## config.mk

```make
export PLATFORM = sky130hd
export DESIGN_NAME = exe_mdu_ctrl
export DESIGN_NICKNAME = d
export VERILOG_FILES = /design/src/rtl/exe_mdu_pkg.sv /design/src/rtl/mdu_addsub33.sv /design/src/rtl/exe_mdu_ctrl.sv
export SDC_FILE = /design/constraint.sdc
export NUM_CORES = 1
export LEC_CHECK = 0
export ABC_AREA = 0
export BUFFER_PORTS_ARGS = -buffer_cell sky130_fd_sc_hd__buf_2
export CORE_MARGIN = 5
export CORE_UTILIZATION = 55
export DETAILED_ROUTE_END_ITERATION = 7
export HOLD_SLACK_MARGIN = 0.02
export PLACE_DENSITY_LB_ADDON = 0.08
export SKIP_LAST_GASP = 1
export SLEW_MARGIN = 0
export SYNTH_ARGS = -nofsm -noshare
export SYNTH_HDL_FRONTEND = slang
export SYNTH_HIERARCHICAL = 1
export SYNTH_SLANG_ARGS = --single-unit
```

## constraint.sdc

```tcl
create_clock -name clk -period 9.1 [get_ports clk]
set_input_delay 1.365 -clock clk [delete_from_list [all_inputs] [get_ports clk]]
set_output_delay 1.365 -clock clk [all_outputs]
set_load 0.03 [all_outputs]
```

## src/rtl/exe_mdu_pkg.sv

```systemverilog
// exe_mdu_pkg: op codes, FSM encoding and iteration count shared by the HI/LO
// multiply/divide unit and its adder.
package exe_mdu_pkg;
  localparam int MDU_ITER = 32;
  localparam int MDU_AW   = 33;

  localparam logic [1:0] MDU_MULT  = 2'b00;
  localparam logic [1:0] MDU_MULTU = 2'b01;
  localparam logic [1:0] MDU_DIV   = 2'b10;
  localparam logic [1:0] MDU_DIVU  = 2'b11;

  typedef enum logic [2:0] {
    ST_IDLE = 3'd0,
    ST_PREP = 3'd1,
    ST_RUN  = 3'd2,
    ST_FIX  = 3'd3,
    ST_DONE = 3'd4
  } mdu_state_e;
endpackage

```

## src/rtl/mdu_addsub33.sv

```systemverilog
// mdu_addsub33: 33-bit adder/subtractor shared by the multiply and divide steps.
// carry is the carry-out; on subtract it is high when x >= y (no borrow).
module mdu_addsub33
  import exe_mdu_pkg::*;
(
  input  logic [MDU_AW-1:0] x,
  input  logic [MDU_AW-1:0] y,
  input  logic              sub,
  output logic [MDU_AW-1:0] sum,
  output logic              carry
);
  logic [MDU_AW-1:0] y_eff;

  assign y_eff = sub ? ~y : y;
  assign {carry, sum} = {1'b0, x} + {1'b0, y_eff} + {{MDU_AW{1'b0}}, sub};
endmodule

```

## src/rtl/exe_mdu_ctrl.sv

```systemverilog
// exe_mdu_ctrl: iterative MULT/MULTU/DIV/DIVU unit owning the HI/LO registers.
// Define EXE_MDU_DIV_EN to build the restoring-divide datapath.
module exe_mdu_ctrl
  import exe_mdu_pkg::*;
(
  input  logic        clk,
  input  logic        clrn,
  input  logic        start,
  input  logic [1:0]  op,
  input  logic [31:0] a,
  input  logic [31:0] b,
  input  logic        cancel,
  input  logic        hi_we,
  input  logic        lo_we,
  input  logic [31:0] wdata,
  output logic        stall,
  output logic        done,
  output logic        dz,
  output logic [31:0] hi,
  output logic [31:0] lo
);
  mdu_state_e  state, state_nx;
  logic [4:0]  cnt;
  logic [32:0] ph, md, ph_step;
  logic [31:0] pl, pl_step;
  logic        neg_q;
  logic [32:0] add_x, add_y, add_sum;
  logic        add_sub, add_co;
  logic        is_div, is_sgn, a_neg, b_neg, idle_or_done;
  logic [31:0] mag_a, mag_b, res_hi, res_lo;
  logic [63:0] prod;
`ifdef EXE_MDU_DIV_EN
  logic        div_r, neg_r, dz_r;
`endif

  function automatic logic [31:0] neg32(input logic [31:0] v);
    return ~v + 32'd1;
  endfunction

  function automatic logic [63:0] neg64(input logic [63:0] v);
    return ~v + 64'd1;
  endfunction

  assign is_div       = (op == MDU_DIV) || (op == MDU_DIVU);
  assign is_sgn       = (op == MDU_MULT) || (op == MDU_DIV);
  assign a_neg        = is_sgn & a[31];
  assign b_neg        = is_sgn & b[31];
  // 32-bit two's-complement negation also yields the right magnitude for 0x80000000.
  assign mag_a        = a_neg ? neg32(a) : a;
  assign mag_b        = b_neg ? neg32(b) : b;
  assign idle_or_done = (state == ST_IDLE) || (state == ST_DONE);

  always_ff @(posedge clk or negedge clrn) begin
    if (!clrn) state <= ST_IDLE;
    else       state <= state_nx;
  end

  always_comb begin
    state_nx = state;
    case (state)
      ST_IDLE: if (start) state_nx = ST_PREP;
`ifdef EXE_MDU_DIV_EN
      ST_PREP: state_nx = (is_div && (b == 32'd0)) ? ST_DONE : ST_RUN;
`else
      ST_PREP: state_nx = is_div ? ST_DONE : ST_RUN;
`endif
      ST_RUN:  if (cnt == 5'(MDU_ITER - 1)) state_nx = ST_FIX;
      ST_FIX:  state_nx = ST_DONE;
      ST_DONE: state_nx = start ? ST_PREP : ST_IDLE;
      default: state_nx = ST_IDLE;
    endcase
    if (cancel) state_nx = ST_IDLE;
  end

  always_comb begin
    stall = (start && idle_or_done) || (state inside {ST_PREP, ST_RUN, ST_FIX});
    done  = (state == ST_DONE);
`ifdef EXE_MDU_DIV_EN
    dz    = (state == ST_DONE) && dz_r;
`else
    dz    = 1'b0;
`endif
  end

  // Multiply adds md into the high half when the multiplier LSB is set; divide
  // trial-subtracts the divisor from the remainder shifted left by one dividend bit.
`ifdef EXE_MDU_DIV_EN
  assign add_sub = div_r;
  assign add_x   = div_r ? {ph[31:0], pl[31]} : ph;
  assign add_y   = (div_r || pl[0]) ? md : 33'd0;
`else
  assign add_sub = 1'b0;
  assign add_x   = ph;
  assign add_y   = pl[0] ? md : 33'd0;
`endif

  mdu_addsub33 u_addsub (
    .x     (add_x),
    .y     (add_y),
    .sub   (add_sub),
    .sum   (add_sum),
    .carry (add_co)
  );

  always_comb begin
    ph_step = {add_co, add_sum[32:1]};
    pl_step = {add_sum[0], pl[31:1]};
`ifdef EXE_MDU_DIV_EN
    if (div_r) begin
      ph_step = add_co ? add_sum : add_x;
      pl_step = {pl[30:0], add_co};
    end
`endif
  end

  assign prod = neg_q ? neg64({ph[31:0], pl}) : {ph[31:0], pl};

  always_comb begin
    {res_hi, res_lo} = prod;
`ifdef EXE_MDU_DIV_EN
    if (div_r) begin
      res_lo = neg_q ? neg32(pl) : pl;
      res_hi = neg_r ? neg32(ph[31:0]) : ph[31:0];
    end
`endif
  end

  // PREP boundary: operands become magnitudes; RUN boundary: one step per cycle.
  always_ff @(posedge clk) begin
    if (state == ST_PREP) begin
      ph    <= 33'd0;
      neg_q <= a_neg ^ b_neg;
`ifdef EXE_MDU_DIV_EN
      neg_r <= a_neg;
      pl    <= is_div ? mag_a : mag_b;
      md    <= {1'b0, is_div ? mag_b : mag_a};
`else
      pl    <= mag_b;
      md    <= {1'b0, mag_a};
`endif
    end else if (state == ST_RUN) begin
      ph <= ph_step;
      pl <= pl_step;
    end
  end

  // FIX boundary: signed results land in HI/LO unless the op is flushed.
  always_ff @(posedge clk or negedge clrn) begin
    if (!clrn) begin
      cnt <= 5'd0;
      hi  <= 32'd0;
      lo  <= 32'd0;
`ifdef EXE_MDU_DIV_EN
      dz_r  <= 1'b0;
      div_r <= 1'b0;
`endif
    end else begin
      if (state == ST_PREP)     cnt <= 5'd0;
      else if (state == ST_RUN) cnt <= cnt + 5'd1;
      if (state == ST_FIX && !cancel) begin
        hi <= res_hi;
        lo <= res_lo;
      end
      if (idle_or_done && hi_we) hi <= wdata;
      if (idle_or_done && lo_we) lo <= wdata;
`ifdef EXE_MDU_DIV_EN
      if (state == ST_PREP) begin
        dz_r  <= is_div && (b == 32'd0);
        div_r <= is_div;
      end
`endif
    end
  end
endmodule

```

==> impl_metrics.json <==
{
  "grt_usage_pct": 26.2,
  "hold_depth": 1,
  "period_needed_ns": 4.18,
  "diodes": 0,
  "leakage_uw": 0.00572,
  "setup_viol": 0,
  "yosys.area_share.xor_xnor_pct": 12.1,
  "p_switching_uw": 1040,
  "synth.top_cell.area_share_pct": 17.0,
  "io_buffer_count": 169,
  "setup.worst_path.start": "pl[0]",
  "root_buffer": "clkbuf_16",
  "antenna_found_initial": 0,
  "cp.arrival_ns": 4.56,
  "synth_top_cell_by_area": "edfxtp_1",
  "min_from": "add_x[32]",
  "pwr-share-clk_pct": 28.0,
  "synthCells": 1238,
  "yosys.area_share.simple_pct": 16.3,
  "cts_buffers": 17,
  "fin_crit_sh_pct": 46.0,
  "route.vias.total": 9932,
  "r2r_cells": 11,
  "grt_overflow": 0,
  "worst_pin_slew_ns": 1.16,
  "power_frac_comb_pct": 34.8,
  "synth_seq_cells": 170,
  "die_y_um": 154,
  "seq_area_frac_synth_pct": 38.4,
  "pwr-share-seq_pct": 37.2,
  "clk_path_buf_depth": 2,
  "syn_area_per_cell_um2": 9.27,
  "cts_tree": "done",
  "wl_um": 31400,
  "r2r-end": "add_x[30]",
  "finalMaxSlewViolations": 0,
  "ant_nets": 0,
  "netlist_area_um2": 11500,
  "critPathKind": "reg2reg",
  "cp_data_required_time_ns": 9.48,
  "r2r_start": "pl[0]",
  "fp.dieW_um": 154,
  "clock_latency_ns": 0.44,
  "reg2reg_slack_ns": 4.92,
  "synth.distinct_cells": 71,
  "max_freq_mhz": 239,
  "fin_hold_ws_ns": 0.499,
  "area_growth_pct": 14.3,
  "pin_count": 171,
  "ys_async_sr_fraction_pct": 42.4,
  "yosys-top-cells-area": "edfxtp_1, dfrtp_1, xor2_1, dfxtp_1, a21oi_1",
  "place.gp.congestion": 0.908,
  "rsz0062_at_grt": "false",
  "wl_per_cell_um": 19.0,
  "cts.clk_slew.worst_paths_ns": 0.07,
  "synth_edf_count": 65,
  "dp_hpwl_um": 23200,
  "ys.flop_type": "dfrtp_1",
  "peakVddDrop_uv": 135,
  "num_rows": 52,
  "p_total_uw": 2830,
  "fin_setup_tns_ns": 0,
  "grt_pass1_vias": 9177,
  "drtIter0Drc": 852,
  "yosysWarnings": 6,
  "cts.sinks": 170,
  "grt_max_degree": 98,
  "clock_skew_ns": 0.0111,
  "cts_resized": 0,
  "swShare_pct": 36.8,
  "start_util_pct": 56.4,
  "p_int_uw": 1790,
  "status": "finished clean",
  "cp-end-kind": "flop",
  "synth.area.mux_share_pct": 2.48,
  "post_cts_buffers": 0,
  "yosys-top-cells-count": "xor2_1, a21oi_1, nor2_1, o21ai_0, dfrtp_1",
  "die-area_um2": 23900,
  "endpoint": "add_x[30]",
  "htree_levels": 4,
  "drcViolationCount": 0,
  "synthAdderAreaFrac_pct": 4.21,
  "powerDensity_nw_per_um2": 215,
  "postCtsHoldBufs": 0,
  "viasPerCell": 6.01,
  "cap_viol_max_count": 0,
  "crit_path_start_kind": "flop",
  "synth_top_family_by_area": "compound AO/OA/AOI/OAI gates",
  "num-nets-final": 1511,
  "drive_gt1_share_pct": 17.4,
  "first_pass_iters": 7,
  "min_path_type": "reg2reg",
  "synth_compound_area_share_pct": 23.3,
  "yosysMostFrequentCell": "xor2_1",
  "hold_viol": 0,
  "core_area_um2": 20400,
  "relSlewSlack_pct": 22.7,
  "grt_first_pass_wirelength_um": 50300,
  "path_max_fanout": 35
}
==> layout by cell type, fill, tap and decap left out, types with 12 or more instances in the layout <==
master / Yosys / routed
mux2i_1: 24 / 24
dfrtp_1: 72 / 72
or3_1: 18 / 18
buf_2: 2 / 169
xnor2_1: 49 / 49
and2_1: 40 / 40
nor3_1: 23 / 23
nor2b_1: 29 / 29
dfxtp_1: 33 / 33
o21ai_1: 12 / 12
clkbuf_16: 0 / 17
nand2_1: 60 / 60
a21o_1: 28 / 28
or4_1: 12 / 12
a22oi_1: 35 / 35
o31ai_1: 22 / 22
xor2_1: 110 / 110
ha_1: 37 / 37
o21ai_0: 85 / 85
a22o_1: 59 / 59
a21oi_1: 104 / 104
edfxtp_1: 65 / 65
inv_1: 18 / 18
nor4_1: 20 / 20
nor2_1: 93 / 91
==> layout make-up <==
cell class,count,area (um2)
Multi-Input combinational cell,982,6740
Timing Repair Buffer,180,928
Tap cell,270,338
Inverter,18,67.6
Clock buffer,21,440
Sequential cell,170,4410
Clock inverter,11,195
Fill cell,1730,7240
==> through the flow <==
step	utilization (%)	worst slack, ns	cell area [um2]	cells
after detailed placement	61.3	5.00	12500	1620
after global placement	61.3	5.04	12500	1620
after global routing	64.5	4.64	13100	1652
after CTS	64.5	4.98	13100	1652
final	64.5	4.92	13100	1652
after floorplan	-	5.66	11500	1240
==> critical path, cell delays in order (launching register included) <==
cell and delay (ns):
edfxtp_1 0.74, and2_1 0.31, xor2_1 0.14, ha_1 0.35, o21ai_0 0.16, a211oi_1 0.37, a221oi_2 0.17, o41ai_1 0.85
o2111a_1 0.39, nor4_1 0.10, a2111oi_1 0.35, a22o_1 0.17
==> sequential cells by signal, indices dropped and copies added, names as in the netlist <==
name,cells
cnt,5
neg_q,1
md,32
hi,32
state,3
add_x,33
lo,32
pl,32
==> cell families after synthesis <==
group           Yosys count
compound gates          402
xor+xnor                159
fa+ha+maj                38
buf+inv                  88
flops                   170
mux                      28
other cells               1
simple gates            352
==> how the worst min path moves through the flow <==
stage / to / slack [ns]
after floorplan: add_x[32] / 0.46
after global placement: add_x[32] / 0.47
after detailed placement: add_x[32] / 0.48
after CTS: add_x[32] / 0.50
after global routing: lo[0] / 0.53
final: add_x[32] / 0.50
==> metal layers <==
layer  global-route usage [%]  routed length (um)  share of wire, %
met5                        0                   0                 0
met2                     39.5               14100                45
met4                     6.48                 563               1.8
met1                     39.2               14500                46
met3                     4.61                2280               7.3
==> power by group through the flow <==
stage / Clock [uW] / Sequential (uW) / Combinational [uW]
4_1_cts: 797 / 1050 / 975
5_1_grt: 834 / 1070 / 1080
3_3_place_gp: 0 / 1060 / 954
3_5_place_dp: 0 / 1060 / 966
2_1_floorplan: 0 / 1100 / 647
6_report: 791 / 1050 / 983
No activity file was read; power rests on OpenSTA's default activity.
